<file path="src/rtl/pipeline_ctrl_pkg.sv">
// Shared types and defaults for the pipeline controller: FSM states, counter
// widths and the per-cycle control vector driven onto the pipeline registers.
package pipeline_ctrl_pkg;

  localparam int DRAIN_CYCLES_DEF = 4;
  localparam int MEM_TIMEOUT_DEF  = 15;
  localparam int DRAIN_W          = 3;
  localparam int WAIT_W           = 4;

  typedef enum logic [1:0] {
    ST_RUN,
    ST_DRAIN,
    ST_HALTED
  } state_t;

  // Write enables are active-low: 0 loads the register, 1 holds it.
  typedef struct packed {
    logic pc_wen;
    logic if_id_wen;
    logic id_ex_wen;
    logic ex_mem_wen;
    logic mem_wb_wen;
    logic valid_if;
    logic kill_id;
  } ctrl_t;

  localparam ctrl_t CTRL_RUN = '{pc_wen: 1'b0, if_id_wen: 1'b0, id_ex_wen: 1'b0,
                                 ex_mem_wen: 1'b0, mem_wb_wen: 1'b0,
                                 valid_if: 1'b1, kill_id: 1'b0};

  localparam ctrl_t CTRL_STALL = '{pc_wen: 1'b1, if_id_wen: 1'b1, id_ex_wen: 1'b1,
                                   ex_mem_wen: 1'b1, mem_wb_wen: 1'b1,
                                   valid_if: 1'b1, kill_id: 1'b0};

  localparam ctrl_t CTRL_REDIRECT = '{pc_wen: 1'b0, if_id_wen: 1'b0, id_ex_wen: 1'b0,
                                      ex_mem_wen: 1'b0, mem_wb_wen: 1'b0,
                                      valid_if: 1'b0, kill_id: 1'b1};

  localparam ctrl_t CTRL_LOAD_USE = '{pc_wen: 1'b1, if_id_wen: 1'b1, id_ex_wen: 1'b0,
                                      ex_mem_wen: 1'b0, mem_wb_wen: 1'b0,
                                      valid_if: 1'b1, kill_id: 1'b1};

  localparam ctrl_t CTRL_HOLD = '{pc_wen: 1'b1, if_id_wen: 1'b1, id_ex_wen: 1'b1,
                                  ex_mem_wen: 1'b1, mem_wb_wen: 1'b1,
                                  valid_if: 1'b0, kill_id: 1'b0};

endpackage

</file>
<file path="src/rtl/pipe_hazard_detect.sv">
// Combinational load-use hazard detector: an EX-stage load whose destination
// is a source actually read by the instruction in ID.
module pipe_hazard_detect (
  input  logic [4:0] rs1_id,
  input  logic [4:0] rs2_id,
  input  logic       use_rs1_id,
  input  logic       use_rs2_id,
  input  logic [4:0] rdst_ex,
  input  logic       RWrEn_ex,
  input  logic       load_ex,
  output logic       load_use
);

  logic rs1_hit;
  logic rs2_hit;

  assign rs1_hit = use_rs1_id & (rs1_id == rdst_ex);
  assign rs2_hit = use_rs2_id & (rs2_id == rdst_ex);

  // x0 is hardwired to zero, so a load targeting it never creates a dependency.
  assign load_use = load_ex & ~RWrEn_ex & (rdst_ex != 5'd0) & (rs1_hit | rs2_hit);

endmodule

</file>
<file path="src/rtl/pipeline_ctrl.sv">
// Pipeline stall/flush/halt controller: prioritises halt, memory stalls,
// redirects and load-use hazards; drains the pipe after a halt and times out memory.
module pipeline_ctrl
  import pipeline_ctrl_pkg::*;
#(
  parameter int DRAIN_CYCLES = DRAIN_CYCLES_DEF,
  parameter int MEM_TIMEOUT  = MEM_TIMEOUT_DEF
) (
  input  logic       CLK,
  input  logic       RST,
  input  logic [4:0] rs1_id,
  input  logic [4:0] rs2_id,
  input  logic       use_rs1_id,
  input  logic       use_rs2_id,
  input  logic [4:0] rdst_ex,
  input  logic       RWrEn_ex,
  input  logic       load_ex,
  input  logic       redirect_ex,
  input  logic       halt_id,
  input  logic       mem_req_mem,
  input  logic       mem_ready,
  output logic       pc_WEN,
  output logic       if_id_WEN,
  output logic       id_ex_WEN,
  output logic       ex_mem_WEN,
  output logic       mem_wb_WEN,
  output logic       valid_if,
  output logic       kill_id,
  output logic       halted,
  output logic       mem_err
);

  localparam logic [DRAIN_W-1:0] DRAIN_INIT = DRAIN_W'(DRAIN_CYCLES);
  localparam logic [WAIT_W-1:0]  WAIT_MAX   = WAIT_W'(MEM_TIMEOUT);

  state_t             state,      state_nx;
  logic [DRAIN_W-1:0] drain_cnt,  drain_nx;
  logic [WAIT_W-1:0]  wait_cnt,   wait_nx;
  logic               mem_err_q,  mem_err_nx;
  logic               ld_stall_q, ld_stall_nx;
  logic               load_use_raw;
  logic               load_use;
  logic               mem_stall;
  ctrl_t              ctrl;

  pipe_hazard_detect u_hazard (
    .rs1_id     (rs1_id),
    .rs2_id     (rs2_id),
    .use_rs1_id (use_rs1_id),
    .use_rs2_id (use_rs2_id),
    .rdst_ex    (rdst_ex),
    .RWrEn_ex   (RWrEn_ex),
    .load_ex    (load_ex),
    .load_use   (load_use_raw)
  );

  // After one bubble the load has moved to MEM, so a repeat match is stale.
  assign load_use  = load_use_raw & ~ld_stall_q;
  assign mem_stall = mem_req_mem & ~mem_ready;

  // State advances on the falling edge, in step with the pipeline registers.
  // NOTE: sequential state uses non-blocking assignments so every flop samples pre-edge values.
  always_ff @(negedge CLK or posedge RST) begin
    if (RST) begin
      state      <= ST_RUN;
      drain_cnt  <= '0;
      wait_cnt   <= '0;
      mem_err_q  <= 1'b0;
      ld_stall_q <= 1'b0;
    end else begin
      state      <= state_nx;
      drain_cnt  <= drain_nx;
      wait_cnt   <= wait_nx;
      mem_err_q  <= mem_err_nx;
      ld_stall_q <= ld_stall_nx;
    end
  end

  // NOTE: every signal written here gets a default first, so no path can infer a latch.
  always_comb begin
    ctrl        = CTRL_RUN;
    state_nx    = state;
    drain_nx    = drain_cnt;
    wait_nx     = '0;
    mem_err_nx  = mem_err_q;
    ld_stall_nx = 1'b0;

    if (state != ST_HALTED && mem_stall) begin
      wait_nx = (wait_cnt == WAIT_MAX) ? wait_cnt : wait_cnt + 1'b1;
    end

    case (state)
      ST_RUN: begin
        if (mem_stall) begin
          ctrl = CTRL_STALL;
        end else if (redirect_ex) begin
          ctrl = CTRL_REDIRECT;
        end else if (load_use) begin
          ctrl        = CTRL_LOAD_USE;
          ld_stall_nx = 1'b1;
        end else if (halt_id) begin
          state_nx = ST_DRAIN;
          drain_nx = DRAIN_INIT;
        end
      end
      ST_DRAIN: begin
        if (mem_stall) begin
          ctrl = CTRL_STALL;
        end else if (drain_cnt <= DRAIN_W'(1)) begin
          state_nx = ST_HALTED;
          drain_nx = '0;
        end else begin
          drain_nx = drain_cnt - 1'b1;
        end
        ctrl.pc_wen   = 1'b1;
        ctrl.valid_if = 1'b0;
      end
      ST_HALTED: ctrl = CTRL_HOLD;
      default: begin
        ctrl     = CTRL_HOLD;
        state_nx = ST_RUN;
      end
    endcase

    // A memory timeout overrides everything and parks the pipeline.
    if (wait_nx == WAIT_MAX) begin
      mem_err_nx = 1'b1;
      state_nx   = ST_HALTED;
    end

    if (RST) ctrl = CTRL_HOLD;
  end

  assign pc_WEN     = ctrl.pc_wen;
  assign if_id_WEN  = ctrl.if_id_wen;
  assign id_ex_WEN  = ctrl.id_ex_wen;
  assign ex_mem_WEN = ctrl.ex_mem_wen;
  assign mem_wb_WEN = ctrl.mem_wb_wen;
  assign valid_if   = ctrl.valid_if;
  assign kill_id    = ctrl.kill_id;
  assign halted     = (state == ST_HALTED);
  assign mem_err    = mem_err_q;

endmodule

</file>
<file path="config.mk">
export PLATFORM = sky130hd
export DESIGN_NAME = pipeline_ctrl
export DESIGN_NICKNAME = d
export VERILOG_FILES = /design/src/rtl/pipeline_ctrl_pkg.sv /design/src/rtl/pipe_hazard_detect.sv /design/src/rtl/pipeline_ctrl.sv
export SDC_FILE = /design/constraint.sdc
export NUM_CORES = 1
export LEC_CHECK = 0
export ABC_AREA = 1
export BUFFER_PORTS_ARGS = -buffer_cell sky130_fd_sc_hd__buf_2
export CORE_UTILIZATION = 27
export CTS_BUF_LIST = sky130_fd_sc_hd__clkbuf_4
export DETAILED_ROUTE_END_ITERATION = 10
export GPL_TIMING_DRIVEN = 0
export PLACE_DENSITY = 0.46
export RECOVER_POWER = 50
export SYNTH_ARGS = -nofsm -noshare
export SYNTH_HDL_FRONTEND = slang
export SYNTH_SLANG_ARGS = --single-unit
export TNS_END_PERCENT = 100
</file>
<file path="constraint.sdc">
create_clock -name CLK -period 2.7 [get_ports CLK]
set_input_delay 0.54 -clock CLK [delete_from_list [all_inputs] [get_ports CLK]]
set_output_delay 0.54 -clock CLK [all_outputs]
set_load 0.005 [all_outputs]
</file>
==> metrics.md <==
| Metric | Value |
|---|---|
| Status | finished, violations left |
| Failing checks | negative setup slack |
| Pint | about 0.00057 W |
| Initial antenna violation count | 0 |
| Synth warn | 0 |
| Crit path DAT | 2.63 ns |
| Antenna-violating nets left | 0 |
| P&R area growth vs syn | 54.7% |
| Synthesized area per cell | 6.31 µm² |
| Psw | 0.000411 W |
| Yosys cell types | 26 |
| Setup Viol. Count Final | 11 |
| Synth Area in Compound Gates | 0.0979 |
| Share of the synthesized area in the top cell type | 0.287 |
| Cell area after synthesis | 958 µm² |
| Cts bufs inserted | 3 |
| Worst-Skew Late Latency | 0.27 ns |
| Vias in the first global route | 936 |
| Post-synthesis mux area share | 0 |
| Pwr Total | between 0.0009 and 0.001 W |
| Num rows | 21 |
| Worst-Margin Slew | ~0.49 ns |
| Max-Cap Viols | 0 |
| Clock root cell | clkbuf_4 |
| Vias/cell | about 4.2 |
| Logic pwr share | 0.609 |
| CP Launch Type | register |
| Setup slack after layout | -0.468 ns |
| P_leak | ~0.84 nW |
| Post-DP HPWL | 1.83 mm |
| XOR/XNOR share of the synthesized area | 0.00914 |
| Hold Path Cell Cnt | 2 |
| Synth Area in Simple Gates | 0.431 |
| Area post-placement | about 1200 µm² |
| Placed Cells incl. Taps | 231 |
| CTS sink cnt | 11 |
| Die area | between 3000 and 4000 µm² |
| Ratio of cells with drive above 1 in the final layout | 0.485 |
| Hold path start | mem_err$_DFFE_NP0P_ |
| Gr usage total | 0.141 |
| Largest family of logic cells by synthesized area | simple AND/OR/NAND/NOR gates |
| Total gr overflow | 0 |
| DRT iter0 DRCs | 21 |
| Worst Clk Skew | 0.00224 ns |
| Final Instance Area | 1480 µm² |
| Power share of the sequential group | 0.265 |
| Routed WL | between 2 and 3 mm |
| Relative slew slack | 0.673 |
| Multi-input logic area | 629 µm² |
| Initial Util | 0.285 |
| Core area | 3360 µm² |
| First-pass DRT Iterations | 4 |
| Top-count cell post-synth | nand2_1 |
| Clock power frac | 0.126 |
| Via count | 1061 |
| Hold_buf cts | 0 |
| Hold slack final | 0.411 ns |
| Hold Path Class | register to register |
| Power per Cell Area | 661 nW/µm² |
| R2r worst-path depth | 10 |
| Synth cell count leaders | nand2_1 (50), inv_1 (25), nor2_1 (16), dfrtn_1 (11), inv_2 (9) |
| GP Congestion | 0.738 |
| Routed wire per std cell | approximately 10 µm |
| EDFF count, synth | 0 |
| Sequential fraction of the synthesis area | 0.287 |
| Port-buffer cells | 33 |
| Post-synth net total | 179 |
| DIE WIDTH | between 60 and 70 µm |
| Hold Path End | mem_err$_DFFE_NP0P_ |
| H-tree Lvls | 1 |
| DRC | 0 |
| ANT cells | 0 |
| Critical path endpoint category | output pin |
| Reg area | 275 µm² |
| Clock Path Buffers | 2 |
| Unrepaired setup endpoints after global routing | true |
| Synth top area cells | dfrtn_1 (29%), nand2_1 (20%), inv_1 (9.8%) |
| Core Util, Final | 0.441 |
| CTS tree | built |
| Switching part of the total | 0.419 |
| Worst path required time | 2.16 ns |
| Largest net degree at the start of global routing | 13 |
| Asr flop ratio synth | 1.00 |
| Clock slew at the register clock pins of the worst setup and hold paths | 0.05 ns |
| Fin. max-slew vios | 0 |
| Maximum net fanout on the critical path | 3 |
| #FFs+latches synth | 11 |
| Hold Violations, Final | 0 |
| Crit Path Category | register to output pin |
| Filler cells | 381 |
| Io pins | 34 |
| Worst reg-to-reg setup slack | 1.11 ns |
| Largest area contributor in the netlist | dfrtn_1 |
| First-pass GRT wire length | 3.99 mm |
| VDD IR max | between 0.3 and 0.4 mV |
| Post-synthesis adder-cell area fraction | 0.0261 |
| Die Y | 61.6 µm |
| Cells after synthesis | about 150 |
| Predominant post-synthesis flop cell | dfrtn_1 |
| Worst flop-to-flop path startpoint | state[0]$_DFFE_NP0P_ |
| Nets | 232 |
| Finished Layout Cells | 250 |
| Reg2Reg Capture Point | state[0]$_DFFE_NP0P_ |
## layout make-up
cell class	instances	area share
multi-input cells	105	0.424
repair buffers	48	0.228
flip-flops and latches	11	0.186
inverters	34	0.0878
well taps	46	0.0388
clock buffers	4	0.0203
plain buffers	2	0.0152
## cells in the final DEF, fill, tap and decap left out
cell type	netlist	layout
a21boi_2	0	1
a21oi_2	2	2
a21oi_4	0	1
buf_12	0	1
buf_2	0	26
buf_4	2	11
buf_6	0	11
clkbuf_1	0	1
clkbuf_4	0	4
dfrtn_1	11	11
ha_1	2	2
inv_1	25	21
inv_2	9	12
inv_4	0	1
nand2_1	50	44
nand2_2	4	8
nand2_4	0	2
nand3_1	8	6
nand3_2	1	3
nand3_4	1	1
nand3b_1	1	1
nand4_1	1	1
nor2_1	16	11
nor2_2	2	5
nor2_4	2	4
nor3_1	2	1
nor3_4	0	1
nor3b_2	0	1
o211ai_1	2	2
o211ai_2	2	2
o21ai_1	3	3
o21ai_2	1	1
or2_2	1	1
xnor2_1	1	1
## worst max-delay path, stage by stage (launching register included)
cell and delay, ns:
dfrtn_1 0.41, nor2_4 0.13, nand2_2 0.08, nor2_2 0.11, a21boi_2 0.16, buf_2 0.12
## worst max path at each step
stage / startpoint / endpoint / slack, ns / cells after the start
detailed placement: state[0]$_DFFE_NP0P_ / kill_id / -0.32 / 5
finish: state[1]$_DFFE_NP0P_ / kill_id / -0.47 / 5
global placement: state[0]$_DFFE_NP0P_ / kill_id / -0.30 / 5
CTS: state[1]$_DFFE_NP0P_ / id_ex_WEN / -0.49 / 6
floorplan: state[0]$_DFFE_NP0P_ / kill_id / -0.11 / 4
global route: state[1]$_DFFE_NP0P_ / kill_id / -0.56 / 5
## kinds of logic after synthesis
logic type | count (synthesis)
AO/OA/AOI/OAI | 12
flip-flops | 11
XOR/XNOR | 1
AND/OR/NAND/NOR | 90
buffers and inverters | 36
adder cells (fa/ha/maj) | 2
## registers in the layout, summed over array words and instances, names as in the netlist
signal,cells
wait_cnt,4
ld_stall_q,1
state,2
drain_cnt,3
mem_err,1
## per-layer routing
metal	vias up	share of wire	global-route usage
li1	562	-	-
met1	466	0.48	0.196
met2	29	0.46	0.221
met3	4	0.045	0.0273
met4	0	0.010	0.0381
met5	-	0	0
## per-stage QoR
| stage | TNS (ns) | setup slack (ns) |
|---|---|---|
| 6_report | -3.37 | -0.468 |
| 5_1_grt | -4.31 | -0.563 |
| 4_1_cts | -3.39 | -0.490 |
| 3_5_place_dp | -2.61 | -0.318 |
| 3_3_place_gp | -2.47 | -0.304 |
| 2_1_floorplan | -0.312 | -0.114 |
## timing repair
item / CTS / global route
gates resized for setup: 7 / 27
cloned: 0 / 0
pin swaps: 8 / 9
endpoints found under the setup margin: 8 / 13
setup buffers: 7 / 8
## power by group through the flow
stage                     registers (W)  clock network, W  logic [W]
after global placement         0.000265                 0   0.000384
final                          0.000260          0.000123   0.000597
after CTS                      0.000253          0.000126   0.000488
after detailed placement       0.000266                 0   0.000393
after floorplan                0.000257                 0   0.000297
after global routing           0.000267          0.000137   0.000665
Note: power is estimated with default switching activity, not from simulation.
